**src/rtl/i2c_pkg.sv**
```systemverilog
`default_nettype none
// ============================================================================
// Module   : i2c_pkg
// Brief    : Shared types and constants for the I2C write sequencer family.
// Revision : 1.0
// ============================================================================
package i2c_pkg;

    localparam int unsigned DEF_ADDR_WIDTH = 7;
    localparam int unsigned DEF_DATA_WIDTH = 8;

    localparam logic WRITE = 1'b0;

    typedef enum logic [2:0] {
        ST_IDLE    = 3'd0,
        ST_START   = 3'd1,
        ST_SHIFT   = 3'd2,
        ST_ACK     = 3'd3,
        ST_STOP    = 3'd4,
        ST_STOP_HI = 3'd5,
        ST_DONE    = 3'd6
    } state_t;

endpackage
`default_nettype wire

```
**src/rtl/edge_strobe.sv**
```systemverilog
`default_nettype none
// ============================================================================
// Module   : edge_strobe
// Brief    : Registers a level and emits one-cycle rise/fall strobes.
// Revision : 1.0
// ============================================================================
module edge_strobe (
    input  logic clk_i,
    input  logic rst_i,
    input  logic level_i,
    output logic rise_o,
    output logic fall_o
);

    logic prev_q;

    always_ff @(posedge clk_i) begin
        if (rst_i) begin
            prev_q <= 1'b0;
        end else begin
            prev_q <= level_i;
        end
    end

    assign rise_o = level_i & ~prev_q;
    assign fall_o = ~level_i & prev_q;

endmodule
`default_nettype wire

```
**src/rtl/i2c_write_sequencer.sv**
```systemverilog
`default_nettype none
// ============================================================================
// Module   : i2c_write_sequencer
// Brief    : Frames an I2C single-byte write, paced by external ClockI2C edges.
// Revision : 1.0
// ============================================================================
module i2c_write_sequencer
    import i2c_pkg::*;
#(
    parameter int unsigned ADDR_WIDTH = DEF_ADDR_WIDTH,
    parameter int unsigned DATA_WIDTH = DEF_DATA_WIDTH
) (
    input  logic                  clock,
    input  logic                  Reset,
    input  logic                  Go,
    input  logic [ADDR_WIDTH-1:0] Address,
    input  logic [DATA_WIDTH-1:0] Data,
    input  logic                  ClockI2C,
    input  logic                  SDAIn,
    output logic                  BaudEnable,
    output logic                  SCL,
    output logic                  SDA,
    output logic                  Busy,
    output logic                  Done,
    output logic                  AckError
);

    // Frames are left-aligned so the MSB is always the bit on the wire.
    localparam int unsigned c_SHIFT_W =
        ((ADDR_WIDTH + 1) > DATA_WIDTH) ? (ADDR_WIDTH + 1) : DATA_WIDTH;
    localparam int unsigned c_CNT_W = $clog2(c_SHIFT_W);
    localparam logic [c_CNT_W-1:0] c_ADDR_LAST = c_CNT_W'(ADDR_WIDTH);
    localparam logic [c_CNT_W-1:0] c_DATA_LAST = c_CNT_W'(DATA_WIDTH - 1);

    state_t                  state_q,  state_d;
    logic [c_SHIFT_W-1:0]    shift_q,  shift_d;
    logic [DATA_WIDTH-1:0]   data_q,   data_d;
    logic [c_CNT_W-1:0]      bitcnt_q, bitcnt_d;
    logic                    phase_q,  phase_d;
    logic                    ackbit_q, ackbit_d;
    logic                    ackerr_q, ackerr_d;
    logic                    scl_q,    scl_d;
    logic                    sda_q,    sda_d;
    logic                    baud_q,   baud_d;
    logic                    busy_q,   busy_d;
    logic                    done_q,   done_d;

    logic                    w_rise;
    logic                    w_fall;

    edge_strobe u_edge_strobe (
        .clk_i   (clock),
        .rst_i   (Reset),
        .level_i (ClockI2C),
        .rise_o  (w_rise),
        .fall_o  (w_fall)
    );

    always_comb begin
        state_d  = state_q;
        shift_d  = shift_q;
        data_d   = data_q;
        bitcnt_d = bitcnt_q;
        phase_d  = phase_q;
        ackbit_d = ackbit_q;
        ackerr_d = ackerr_q;
        scl_d    = 1'b1;
        sda_d    = 1'b1;
        baud_d   = 1'b1;
        busy_d   = 1'b1;
        done_d   = 1'b0;

        case (state_q)
            ST_IDLE: begin
                baud_d = 1'b0;
                busy_d = 1'b0;
                if (Go) begin
                    shift_d = '0;
                    shift_d[c_SHIFT_W-1 -: ADDR_WIDTH+1] = {Address, WRITE};
                    data_d   = Data;
                    ackerr_d = 1'b0;
                    phase_d  = 1'b0;
                    state_d  = ST_START;
                    baud_d   = 1'b1;
                    busy_d   = 1'b1;
                    sda_d    = 1'b0;
                end
            end

            ST_START: begin
                sda_d = 1'b0;
                if (w_fall) begin
                    state_d  = ST_SHIFT;
                    bitcnt_d = c_ADDR_LAST;
                    sda_d    = shift_q[c_SHIFT_W-1];
                    scl_d    = ClockI2C;
                end
            end

            ST_SHIFT: begin
                scl_d = ClockI2C;
                sda_d = shift_q[c_SHIFT_W-1];
                if (w_fall) begin
                    if (bitcnt_q == '0) begin
                        state_d = ST_ACK;
                        sda_d   = 1'b1;
                    end else begin
                        shift_d  = {shift_q[c_SHIFT_W-2:0], 1'b0};
                        bitcnt_d = bitcnt_q - c_CNT_W'(1);
                        sda_d    = shift_q[c_SHIFT_W-2];
                    end
                end
            end

            ST_ACK: begin
                scl_d = ClockI2C;
                if (w_rise) begin
                    ackbit_d = SDAIn;
                end
                if (w_fall) begin
                    if (ackbit_q) begin
                        ackerr_d = 1'b1;
                        state_d  = ST_STOP;
                        sda_d    = 1'b0;
                    end else if (!phase_q) begin
                        shift_d = '0;
                        shift_d[c_SHIFT_W-1 -: DATA_WIDTH] = data_q;
                        bitcnt_d = c_DATA_LAST;
                        phase_d  = 1'b1;
                        state_d  = ST_SHIFT;
                        sda_d    = data_q[DATA_WIDTH-1];
                    end else begin
                        state_d = ST_STOP;
                        sda_d   = 1'b0;
                    end
                end
            end

            ST_STOP: begin
                sda_d = 1'b0;
                scl_d = ClockI2C;
                if (w_rise) begin
                    state_d = ST_STOP_HI;
                    scl_d   = 1'b1;
                end
            end

            ST_STOP_HI: begin
                sda_d = 1'b0;
                // SDA rising while SCL is held high is the STOP condition.
                if (w_fall) begin
                    sda_d   = 1'b1;
                    state_d = ST_DONE;
                    done_d  = 1'b1;
                    busy_d  = 1'b0;
                    baud_d  = 1'b0;
                end
            end

            ST_DONE: begin
                state_d = ST_IDLE;
                baud_d  = 1'b0;
                busy_d  = 1'b0;
            end

            default: begin
                state_d = ST_IDLE;
                baud_d  = 1'b0;
                busy_d  = 1'b0;
            end
        endcase
    end

    always_ff @(posedge clock) begin
        if (Reset) begin
            state_q  <= ST_IDLE;
            shift_q  <= '0;
            data_q   <= '0;
            bitcnt_q <= '0;
            phase_q  <= 1'b0;
            ackbit_q <= 1'b0;
            ackerr_q <= 1'b0;
            scl_q    <= 1'b1;
            sda_q    <= 1'b1;
            baud_q   <= 1'b0;
            busy_q   <= 1'b0;
            done_q   <= 1'b0;
        end else begin
            state_q  <= state_d;
            shift_q  <= shift_d;
            data_q   <= data_d;
            bitcnt_q <= bitcnt_d;
            phase_q  <= phase_d;
            ackbit_q <= ackbit_d;
            ackerr_q <= ackerr_d;
            scl_q    <= scl_d;
            sda_q    <= sda_d;
            baud_q   <= baud_d;
            busy_q   <= busy_d;
            done_q   <= done_d;
        end
    end

    assign BaudEnable = baud_q;
    assign SCL        = scl_q;
    assign SDA        = sda_q;
    assign Busy       = busy_q;
    assign Done       = done_q;
    assign AckError   = ackerr_q;

endmodule
`default_nettype wire
```
**config.mk**
```make
export PLATFORM = sky130hd
export DESIGN_NAME = i2c_write_sequencer
export DESIGN_NICKNAME = d
export VERILOG_FILES = /design/src/rtl/i2c_pkg.sv /design/src/rtl/edge_strobe.sv /design/src/rtl/i2c_write_sequencer.sv
export SDC_FILE = /design/constraint.sdc
export NUM_CORES = 1
export LEC_CHECK = 0
export ABC_CLOCK_PERIOD_IN_PS = 1700
export BUFFER_PORTS_ARGS = -buffer_cell sky130_fd_sc_hd__buf_2
export CORE_UTILIZATION = 52
export CTS_BUF_LIST = sky130_fd_sc_hd__clkbuf_8
export CTS_CLUSTER_DIAMETER = 80
export DETAILED_ROUTE_END_ITERATION = 12
export GPL_TIMING_DRIVEN = 0
export PLACE_DENSITY = 0.86
export RECOVER_POWER = 25
export SLEW_MARGIN = 10
export SYNTH_ARGS = -nofsm -noshare
export SYNTH_HDL_FRONTEND = slang
export SYNTH_SLANG_ARGS = --single-unit
```
**constraint.sdc**
```tcl
create_clock -name clock -period 1.7 [get_ports clock]
set_clock_uncertainty 0.15 [all_clocks]
set_input_delay 0 -clock clock [delete_from_list [all_inputs] [get_ports clock]]
set_output_delay 0 -clock clock [all_outputs]
set_load 0.03 [all_outputs]
```
# Word-level counts from Yosys, hierarchy flattened
# Index checks and enable logic that the tools add are counted.
# Widths: inputs -> output; s select.
dict set report totals {
  reg_bits 30
  latch_bits 0
  mem_bits_rw 0
  romBits 0
  input_bits 20
  output_inout_bits 6
  mem_count 0
}
dict set report classes {
  n_addsub 1
  mul 0
  div 0
  order_cmp 0
  eq_ne 16
  n_shift 0
  n_mux 46
  n_bitwise 5
  reduce_logical 15
}
# op count
set op_table {}
lappend op_table {{$mux 8} 6}
lappend op_table {{$mux 3} 15}
lappend op_table {{$pmux 8 s3} 1}
lappend op_table {{$reduce_and 7->1} 3}
lappend op_table {{$pmux 3 s6} 1}
lappend op_table {{$mux 1} 17}
lappend op_table {{$ne 2x2->1 const B} 6}
lappend op_table {{$ne 2x1->1 const B} 5}
lappend op_table {{$pmux 3 s3} 1}
lappend op_table {{$reduce_and 4->1} 2}
lappend op_table {{$eq 3x2->1 const B} 2}
lappend op_table {{$eq 3x3->1 const B} 2}
lappend op_table {{$logic_not 3->1} 2}
lappend op_table {{$pmux 1 s3} 2}
lappend op_table {{$pmux 1 s6} 1}
lappend op_table {{$reduce_bool 3->1} 2}
lappend op_table {{$pmux 1 s2} 2}
lappend op_table {{$reduce_and 2->1} 2}
lappend op_table {{$reduce_or 2->1} 2}
lappend op_table {{$reduce_or 4->1} 1}
lappend op_table {{$eq 3x1->1 const B} 1}
lappend op_table {{$not 1->1} 3}
lappend op_table {{$sub 3x1->3 const B} 1}
lappend op_table {{$and 1x1->1} 2}
lappend op_table {{$reduce_bool 2->1} 1}

# Longest topological paths before layout
# Gate-level depths: netlist of the first run.
dict set report logic_depth {
  depth_word 4
  mapped_depth 7
}

# By module
# Synthesis of the first run repeated with hierarchy kept, for this count alone.
dict set report unflattened {
  cells_unflattened 188
  hier_area_um2 1542.7
}
# module n_inst cells_each area_per_inst_um2 seq_area_each_um2
set modules_own_cells {}
lappend modules_own_cells {i2c_write_sequencer 1 184 1503.9 580.6}
lappend modules_own_cells {edge_strobe 1 4 38.8 20.0}

# Least setup slack after synthesis of the first run
# Ideal clock, no wire load.
dict set report synth_path {
  path_kind {register -> register}
  from {reg bitcnt_q[0]}
  to {reg shift_q[7]}
  t_arrival_ns 1.474
  required_time_ns 1.424
  slack_ns -0.049
  stages_incl_launch_ff 8
  path_buffers 1
  cell_sequence {dfxtp_1 > inv_1 > ha_1 > or3b_4 > a41o_4 > buf_6 > o2111ai_2 > o31ai_2}
}
dict set report synth_via {
  elab_chain_len 3
}
# element line_no
set synth_lines {}
lappend synth_lines {{from (decl)} i2c_write_sequencer.sv:38} ;# logic [c_CNT_W-1:0] bitcnt_q, bitcnt_d;
lappend synth_lines {{from (signal assigned)} i2c_write_sequencer.sv:192} ;# bitcnt_q <= bitcnt_d;
lappend synth_lines {{$logic_not 3->1} i2c_write_sequencer.sv:104} ;# if (bitcnt_q == '0) begin
lappend synth_lines {{$ne 2x2->1 (no source line)} n/a}
lappend synth_lines {{$reduce_and 7->1 (no source line)} n/a}
lappend synth_lines {{to (signal assigned)} i2c_write_sequencer.sv:190} ;# shift_q <= shift_d;
lappend synth_lines {{to (decl)} i2c_write_sequencer.sv:36} ;# logic [c_SHIFT_W-1:0] shift_q, shift_d;
# No other way between the ends.
# A chain may end at the register's enable or synchronous reset.

# Final worst setup path of the first run
dict set report layout_path {
  from {reg bitcnt_q[1]}
  to {reg shift_q[1]}
}
# Same word-level chain as after synthesis.

==> flow_metrics.tcl, run 1 <==
set metrics [dict create \
    synth_sequential_area_ratio 0.396 \
    floorplan.initialDensity 0.550 \
    global_route.usage.total 0.267 \
    die-area_um2 3140 \
    tritoncts "done" \
    number_of_synthesized_flops_with_an_enable_pin 0 \
    cts.path.max_buffers 2 \
    via_per_inst 5.72 \
    detailedRoute.firstIterationViolations 73 \
    hpwl_after_detailed_placement_mm 2.42 \
    final_antenna_net_count 0 \
    slew_headroom 0.699 \
    detailedRoute.firstPassIterationCount 4 \
    core_area_um2 2760 \
    postLayoutSetupSlackWorst_ns -0.0534 \
    post-route-period-util 1.03 \
    cp.required_ns 1.72 \
    number_of_cts_inserted_buffers 5 \
    timing_max_transition_violations_final 0 \
    cts_htree_levels 2 \
    die_width_um 56 \
    syn2layout_area_growth_pct 37.5 \
    violations "negative setup slack" \
    worst_setup_path_start_kind "flip-flop" \
    r2r_start "bitcnt_q[1]" \
    top_level_ports 26 \
    layout_cell_area_excl_fill_um2 2080 \
    rsz0062_at_grt "true" \
    report.final.hold_viol_count 0 \
    clock_tree.root_cell "sky130_fd_sc_hd__clkbuf_8" \
    place_ws_ns -0.130 \
    largest_driver_fanout_on_the_critical_path 3 \
    p_per_area_nw_per_um2 794 \
    worstMarginPinSlew_ns 0.451 \
    async_reset_ff_frac 0 \
    floorplan.rows 19 \
    average_size_of_a_mapped_cell_um2 8.42 \
    grt_antenna_before_repair 0 \
    dieHeight_um 56 \
    clk_latency_ns 0.29 \
    power.leakage_nw 0.827 \
    post_place_instance_area_um2 1710 \
    critical_path_arrival_ns 1.78 \
    rrSetupSlack_ns -0.05 \
    routedWlPerCell_um 14.9 \
    grt_first_pass_wirelength_mm 6.35 \
    fmax_mhz 570 \
    synth_nets 202 \
    min_period_ns 1.75 \
    layout-drive-gt1-share 0.264 \
    pin_count_of_the_biggest_net_entering_global_routing 11 \
    finalSetupViolCount 7 \
    critPathKind "flip-flop to flip-flop" \
    postRouteWirelength_mm 4.03 \
    number_of_maximum_capacitance_violations 0 \
    r2r.worst_path.cells 7 \
    min-delay-path-class "flip-flop to flip-flop" \
    gpl.final_weighted_congestion 0.889 \
    filler_cell_count 197 \
    critPathCaptureType "flip-flop" \
    detail_route.drc_violations 0 \
    status "finished with violations" \
    worst_hold_slack_ns 0.310 \
    cts_sinks 30 \
    first_global_vias 1456 \
    antennaDiodeCount 0 \
    io_buffer_count 25 \
    min_delay_path_depth 2 \
    hp-start "shift_q[1]" \
    post-layout-total-power_mw 1.66 \
    postSynth.topFlopCell "sky130_fd_sc_hd__dfxtp_1" \
    syn-cell-area_um2 1520 \
    finish.net_count 260 \
    path_clk_slew_ns 0.06 \
    ys_seq_elements 30 \
    postSynthCellCount 180 \
    synth.distinct_cells 39 \
    routed-via-count 1545 \
    grt-ovfl-total 0 \
    ir_worst_vdd_mv 0.898 \
    ys.warnings.count 0 \
    worstSetupStartpoint "bitcnt_q[1]" \
]
[kinds of logic after synthesis]
logic type      count (synthesis)  share of synthesized area
compound gates                 47                      0.216
fa+ha+maj                       2                     0.0165
buf+inv                        19                     0.0685
flops                          30                      0.396
mux                             8                     0.0528
simple gates                   74                      0.250
[through the flow]
step	setup TNS, ns	utilization	instances
floorplan	0	-	180
global placement	-0.237	0.619	236
detailed placement	-0.506	0.619	236
CTS	-0.330	0.749	270
global route	-0.643	0.756	270
finish	-0.230	0.756	270
[sequential cells by signal (all words and copies together), names as in the netlist]
register and flops:
data_q 8, shift_q 8, bitcnt_q 3, state_q 3, AckError 1, Busy 1, Done 1, SCL 1
SDA 1, ackbit_q 1, phase_q 1, u_edge_strobe.prev_q 1
[cell usage in the layout, fill, tap and decap left out, drive strengths merged]
| cell type | instances |
|---|---|
| nor4 | 4 |
| o21ai | 13 |
| o211a | 1 |
| and2 | 1 |
| nand3 | 4 |
| dfxtp | 30 |
| ha | 2 |
| o31ai | 1 |
| a21oi | 13 |
| a22oi | 1 |
| mux2i | 8 |
| o2111ai | 7 |
| or4 | 1 |
| buf | 37 |
| nand2b | 5 |
| inv | 5 |
| o211ai | 1 |
| or3b | 1 |
| nor2b | 6 |
| and3 | 2 |
| o21a | 5 |
| nand3b | 2 |
| a211oi | 1 |
| a41o | 1 |
| nand4 | 1 |
| clkbuf | 16 |
| nand4b | 1 |
| nand2 | 31 |
| nor2 | 10 |
| a211o | 1 |
| clkinv | 1 |
| a32oi | 1 |
| nor4b | 1 |
| dlygate4sd3 | 19 |
| nor3 | 4 |
| a2111oi | 1 |
[power by group]
group | switching, mW | internal [mW] | leakage (nW)
Sequential | 0.0219 | 0.739 | 0.246
Combinational | 0.158 | 0.145 | 0.529
Clock | 0.271 | 0.320 | 0.0524
[layer usage]
layer,share of wire,global-route usage,routed length (um),vias up
li1,-,-,-,759
met1,0.42,0.320,1710,705
met2,0.48,0.423,1940,70
met3,0.074,0.0837,297,11
met4,0.021,0.143,84,0
met5,0,0,0,-
[synth_stat cells, drive strengths merged, types with 5 or more instances]
cell | n | area share
nor2b | 6 | 0.025
o21ai | 13 | 0.043
nor2 | 10 | 0.025
nand2b | 5 | 0.021
buf | 11 | 0.049
a21oi | 13 | 0.043
nand2 | 31 | 0.077
o21a | 5 | 0.025
dfxtp | 30 | 0.40
mux2i | 8 | 0.053
o2111ai | 7 | 0.045
[layout make-up]
type,count,area (um2),area share
Buffer,15,100,0.0480
Clock buffer,6,82.6,0.0396
Clock inverter,2,8.76,0.00420
Inverter,4,15.0,0.00720
Multi-Input combinational cell,131,871,0.418
Sequential cell,30,603,0.289
Tap cell,31,38.8,0.0186
Timing Repair Buffer,51,365,0.175
[what timing repair did]
action / 4_1_cts / 5_1_grt
buffers inserted: 7 / 0
endpoints found under the setup margin: 7 / 15
hold endpoints to repair: 22 / 0
pin swaps: 2 / 2
hold buffers: 19 / 0
gates resized for setup: 5 / 10
[final timing paths]
check	endpoint
worst max-delay path	shift_q[1]
worst max register to register	shift_q[1]
worst min register to register	shift_q[1]
worst min-delay path	shift_q[1]
[worst max-delay path: stages (launching register included)]
cell                        delay [ns]
sky130_fd_sc_hd__dfxtp_2          0.32
sky130_fd_sc_hd__inv_2            0.07
sky130_fd_sc_hd__ha_4             0.13
sky130_fd_sc_hd__or3b_4           0.38
sky130_fd_sc_hd__a41o_4           0.27
sky130_fd_sc_hd__buf_4            0.14
sky130_fd_sc_hd__o2111ai_1        0.09
sky130_fd_sc_hd__o21ai_1          0.09
Note: power is estimated with default switching activity, not from simulation.
==> run 2, diff against run 1 <==
--- a/config.mk
+++ b/config.mk
@@ -7,6 +7,7 @@
 export LEC_CHECK = 0
 export ABC_CLOCK_PERIOD_IN_PS = 1700
 export BUFFER_PORTS_ARGS = -buffer_cell sky130_fd_sc_hd__buf_2
+export CORE_MARGIN = 2
 export CORE_UTILIZATION = 52
 export CTS_BUF_LIST = sky130_fd_sc_hd__clkbuf_8
 export CTS_CLUSTER_DIAMETER = 80
==> run 2 against run 1 <==
The flow still finishes with violations (negative setup slack). Global-route usage is 1.5 points lower. Clock-buffer cell count stayed put. Flip-flop and latch count stayed put. Sequential share of layout area is 0.56 points lower. Sequential power hardly changed. Worst hold slack worse by 0.0040 ns. Clock power is 52% higher. Setup slack worse by 0.039 ns. First-iteration DRC count is 42% higher. Critical path depth stayed put. Final cell count is 1.1% lower.
==> flow_metrics.tcl, run 2 (same netlist as run 1, synthesis figures left out) <==
set metrics [dict create \
    number_of_maximum_capacitance_violations 0 \
    cell_internal_pwr_mw 1.51 \
    grt_antenna_before_repair 0 \
    power.leakage_nw 0.835 \
    cts.path.max_buffers 2 \
    floorplan.rows 19 \
    rsz0062_at_grt "true" \
    ir_worst_vdd_mv 1.42 \
    timing_max_transition_violations_final 0 \
    finalSetupViolCount 6 \
    clk_latency_ns 0.29 \
    critPathKind "flip-flop to flip-flop" \
    violations "negative setup slack" \
    via_per_inst 5.93 \
    core_area_um2 2760 \
    routed-via-count 1583 \
    met3_usage 0.0848 \
    clock_power_share 0.456 \
    largestRegisters "data_q (8), shift_q (8)" \
    die-area_um2 3360 \
    hpwl_after_detailed_placement_mm 2.53 \
    grt_use_met1 0.321 \
    post_place_instance_area_um2 1710 \
    io_buffer_count 25 \
    detailedRoute.firstIterationViolations 104 \
    antennaDiodeCount 0 \
    detailedRoute.firstPassIterationCount 4 \
    first_global_vias 1342 \
    p_per_area_nw_per_um2 928 \
    tritoncts "done" \
    syn2layout_area_growth_pct 40.2 \
    finish.net_count 257 \
    cts_htree_levels 2 \
    filler_cell_count 178 \
    cts_sinks 30 \
    grt_most_used_layer "met2" \
    fmax_mhz 558 \
    postLayoutSetupSlackWorst_ns -0.0921 \
    dieHeight_um 58 \
    status "finished with violations" \
    worstMarginPinSlew_ns 0.583 \
    worst_hold_slack_ns 0.306 \
    grt-ovfl-total 0 \
    report.final.hold_viol_count 0 \
    critPathCaptureType "flip-flop" \
    pin_count_of_the_biggest_net_entering_global_routing 11 \
    mostFrequentLayoutCells "31 x sky130_fd_sc_hd__nand2_1, 28 x sky130_fd_sc_hd__dfxtp_1, 22 x sky130_fd_sc_hd__buf_2, 19 x sky130_fd_sc_hd__dlygate4sd3_1, 13 x sky130_fd_sc_hd__a21oi_1" \
    floorplan.initialDensity 0.550 \
    detail_route.drc_violations 0 \
    layout_cell_area_excl_fill_um2 2130 \
    min_period_ns 1.79 \
    worst_setup_path_start_kind "flip-flop" \
    layout-drive-gt1-share 0.250 \
    critical_path_arrival_ns 1.82 \
    grt_util_met2 0.404 \
    die_width_um 58 \
    routedWlPerCell_um 16.6 \
    path_clk_slew_ns 0.07 \
    p_switching_uw 462 \
    ff_latch_area_um2 603 \
    post-route-period-util 1.05 \
    postRouteWirelength_mm 4.44 \
    netSwitchingFraction 0.234 \
    grt_first_pass_wirelength_mm 6.35 \
    global_route.usage.total 0.252 \
    clock_tree.root_cell "sky130_fd_sc_hd__clkbuf_8" \
    final_antenna_net_count 0 \
    min-delay-path-class "flip-flop to flip-flop" \
    slew_headroom 0.611 \
    top_level_ports 26 \
    most_frequent_standard_cell_in_the_layout_excluding_fill_and_tap_cells "sky130_fd_sc_hd__nand2_1" \
    largest_driver_fanout_on_the_critical_path 5 \
    power.share.sequential 0.386 \
    multi_input_comb_area_um2 868 \
    cp.required_ns 1.72 \
    power.share.combinational 0.158 \
    number_of_cts_inserted_buffers 5 \
    gpl.final_weighted_congestion 0.883 \
]
## run 2: critical path: stages (launching register included)
cell and delay [ns]:
sky130_fd_sc_hd__dfxtp_2 0.32, sky130_fd_sc_hd__inv_2 0.07, sky130_fd_sc_hd__ha_4 0.13, sky130_fd_sc_hd__or3b_4 0.39
sky130_fd_sc_hd__a41o_4 0.29, sky130_fd_sc_hd__buf_4 0.15, sky130_fd_sc_hd__o2111ai_2 0.08, sky130_fd_sc_hd__o21ai_1 0.10
## run 2: cell type report
class | instances | share of cell area
Multi-Input combinational cell | 131 | 0.408
Sequential cell | 30 | 0.284
Timing Repair Buffer | 48 | 0.168
Buffer | 15 | 0.0477
Clock buffer | 6 | 0.0388
Clock inverter | 2 | 0.0283
Tap cell | 31 | 0.0182
Inverter | 4 | 0.00706
## run 2: per-stage QoR
| step | setup WS [ns] | util | TNS [ns] | cells | total power, mW |
|---|---|---|---|---|---|
| floorplan | 0.00649 | - | 0 | 180 | 0.939 |
| global route | -0.124 | 0.771 | -1.00 | 267 | 2.04 |
| finish | -0.0921 | 0.771 | -0.346 | 267 | 1.97 |
| CTS | -0.0647 | 0.750 | -0.236 | 266 | 1.94 |
| detailed placement | -0.136 | 0.619 | -0.583 | 236 | 1.01 |
| global placement | -0.0919 | 0.619 | -0.283 | 236 | 1.00 |
## run 2: what timing repair did
action | CTS | global route
pin swaps | 1 | 4
resized for setup | 3 | 10
setup endpoints to repair | 11 | 17
endpoints found under the hold margin | 22 | 0
cloned | 0 | 1
buffers inserted | 3 | 0
hold buffers | 19 | 0
## run 2: path summary, 6_finish.rpt
path,start,endpoint,slack (ns),cells past startpoint
max,bitcnt_q[1],shift_q[6],-0.09,7
min,data_q[3],data_q[3],0.31,2
max reg2reg,bitcnt_q[1],shift_q[6],-0.09,7
min reg2reg,data_q[3],data_q[3],0.31,2
## run 2: power groups by stage
stage / logic (mW) / clock network, mW / registers (mW)
finish: 0.312 / 0.900 / 0.761
floorplan: 0.160 / 0 / 0.779
global route: 0.333 / 0.941 / 0.764
detailed placement: 0.236 / 0 / 0.776
CTS: 0.280 / 0.904 / 0.760
global placement: 0.230 / 0 / 0.774
## run 2: routing by layer
metal	wire, um	share of wire
met4	167	0.038
met2	2120	0.48
met5	0	0
met3	433	0.098
met1	1720	0.39
==> run 3, diff against run 2 <==
--- a/config.mk
+++ b/config.mk
@@ -5,10 +5,10 @@
 export SDC_FILE = /design/constraint.sdc
 export NUM_CORES = 1
 export LEC_CHECK = 0
-export ABC_CLOCK_PERIOD_IN_PS = 1700
+export ABC_CLOCK_PERIOD_IN_PS = 1900
 export BUFFER_PORTS_ARGS = -buffer_cell sky130_fd_sc_hd__buf_2
 export CORE_MARGIN = 2
-export CORE_UTILIZATION = 52
+export CORE_UTILIZATION = 55
 export CTS_BUF_LIST = sky130_fd_sc_hd__clkbuf_8
 export CTS_CLUSTER_DIAMETER = 80
 export DETAILED_ROUTE_END_ITERATION = 12
==> constraint.sdc (replaced) <==
create_clock -name clock -period 1.9 [get_ports clock]
set_clock_uncertainty 0.15 [all_clocks]
set_input_delay 0 -clock clock [delete_from_list [all_inputs] [get_ports clock]]
set_output_delay 0 -clock clock [all_outputs]
set_load 0.03 [all_outputs]
==> run 3 against run 2 <==
The run now ends clean. Clock-buffer cell count is 1 lower. Maximum frequency is 1.8% lower. Final cell count is 0.75% lower. Clock power is 49% lower. Die area is 5.1% lower. First-iteration DRC count is 21% lower. Largest power group is now sequential cells. Highest routed layer unchanged.
==> flow_metrics.tcl, run 3 (same netlist as run 1, synthesis figures left out) <==
set metrics [dict create \
    post-route-period-util 0.960 \
    worst_setup_path_start_kind "flip-flop" \
    die-area_um2 3190 \
    most_frequent_standard_cell_in_the_layout_excluding_fill_and_tap_cells "sky130_fd_sc_hd__nand2_1" \
    worstHoldEndpoint "shift_q[2]" \
    critPathKind "flip-flop to flip-flop" \
    post-place-cells 236 \
    clock_tree.root_cell "sky130_fd_sc_hd__clkbuf_8" \
    finish.net_count 256 \
    r2r_start "bitcnt_q[1]" \
    setup_total_negative_slack_ns 0 \
    rsz0062_at_grt "false" \
    cts.path.max_buffers 2 \
    dieHeight_um 56.5 \
    path_clk_slew_ns 0.06 \
    finalSetupViolCount 0 \
    cts_sinks 30 \
    hp-start "shift_q[2]" \
    place_ws_ns 0.0478 \
    floorplan.initialDensity 0.565 \
    final_cells 265 \
    floorplan.rows 19 \
    number_of_cts_inserted_buffers 5 \
    mostFrequentLayoutCells "31 x sky130_fd_sc_hd__nand2_1, 30 x sky130_fd_sc_hd__dfxtp_1, 24 x sky130_fd_sc_hd__buf_2, 19 x sky130_fd_sc_hd__dlygate4sd3_1, 13 x sky130_fd_sc_hd__a21oi_1" \
    first_global_vias 1382 \
    io_buffer_count 25 \
    syn2layout_area_growth_pct 29.5 \
    largestRegisters "data_q (8), shift_q (8)" \
    postLayoutSetupSlackWorst_ns 0.0758 \
    layout_cell_area_excl_fill_um2 1960 \
    fmax_mhz 548 \
    clk_latency_ns 0.29 \
    die_width_um 56.5 \
    detail_route.drc_violations 0 \
    grt_first_pass_wirelength_mm 6.04 \
    critPathCaptureType "flip-flop" \
    routed-via-count 1564 \
    cp.required_ns 1.92 \
    min_period_ns 1.82 \
    grt-ovfl-total 0 \
    r2r.worst_path.cells 7 \
    critical_register_to_register_path_endpoint "shift_q[7]" \
    timing_max_transition_violations_final 0 \
    gpl.final_weighted_congestion 0.910 \
    top_level_ports 26 \
    slew_headroom 0.613 \
    rrSetupSlack_ns 0.08 \
    global_route.usage.total 0.249 \
    number_of_maximum_capacitance_violations 0 \
    ir_worst_vdd_mv 0.636 \
    detailedRoute.firstPassIterationCount 4 \
    p_per_area_nw_per_um2 709 \
    postRouteWirelength_mm 3.89 \
    min-delay-path-class "flip-flop to flip-flop" \
    hpwl_after_detailed_placement_mm 2.47 \
    worstSetupStartpoint "bitcnt_q[1]" \
    status "finished clean" \
    cts_htree_levels 2 \
    power.leakage_nw 0.784 \
    routedWlPerCell_um 14.7 \
    tritoncts "done" \
    final_util 0.731 \
    layout-drive-gt1-share 0.184 \
    critical_path_arrival_ns 1.84 \
    antennaDiodeCount 0 \
    core_area_um2 2690 \
    worstMarginPinSlew_ns 0.581 \
    min_delay_path_depth 2 \
    pin_count_of_the_biggest_net_entering_global_routing 11 \
    report.final.hold_viol_count 0 \
    largest_driver_fanout_on_the_critical_path 10 \
    detailedRoute.firstIterationViolations 82 \
    final_antenna_net_count 0 \
    post_place_instance_area_um2 1680 \
    via_per_inst 5.90 \
    grt_antenna_before_repair 0 \
]
## run 3: power by group
part | switching (mW) | leakage (nW) | internal, mW | total (mW)
clock network | 0.220 | 0.0466 | 0.240 | 0.460
logic | 0.135 | 0.492 | 0.117 | 0.252
registers | 0.0188 | 0.245 | 0.662 | 0.681
total | 0.374 | 0.784 | 1.02 | 1.39
## run 3: critical path, cell delays in order (launching register included)
cell and delay [ns]:
sky130_fd_sc_hd__dfxtp_1 0.31, sky130_fd_sc_hd__inv_1 0.08, sky130_fd_sc_hd__ha_2 0.18, sky130_fd_sc_hd__or3b_4 0.39, sky130_fd_sc_hd__a41o_4 0.28, sky130_fd_sc_hd__buf_6 0.14
sky130_fd_sc_hd__o2111ai_2 0.09, sky130_fd_sc_hd__o31ai_2 0.08
## run 3: worst max path at each step
stage,endpoint,slack (ns),depth (start not counted)
floorplan,shift_q[7],0.15,7
global placement,shift_q[7],0.08,7
detailed placement,shift_q[7],0.05,7
CTS,shift_q[7],0.05,7
global route,shift_q[5],0.01,7
finish,shift_q[7],0.08,7
## run 3: layout make-up
cell class                      count  area [um2]
Fill cell                         218         722
Clock buffer                        5        68.8
Sequential cell                    30         601
Timing Repair Buffer               47         330
Clock inverter                      2        7.51
Multi-Input combinational cell    131         815
Tap cell                           31        38.8
Buffer                             15        88.8
Inverter                            4        15.0
## run 3: per-stage QoR
stage                     power, mW  hold slack [ns]
after floorplan               0.836          -0.0655
after global placement        0.893           0.0879
after detailed placement      0.899           0.0953
after CTS                      1.38            0.302
after global routing           1.44            0.313
final                          1.39            0.304
## run 3: repair_timing
| action | 4_1_cts | 5_1_grt |
|---|---|---|
| endpoints found under the setup margin | 0 | 3 |
| setup buffers | 0 | 3 |
| hold endpoints to repair | 22 | 0 |
| gates resized for setup | 0 | 2 |
| hold buffers | 19 | 0 |
## run 3: routing by layer
layer  wire, um  up-vias  track usage
met5          0        -            0
met4        125        0       0.0918
met3        368       12       0.0691
met2       1790       88        0.422
met1       1600      714        0.298
li1           -      750            -
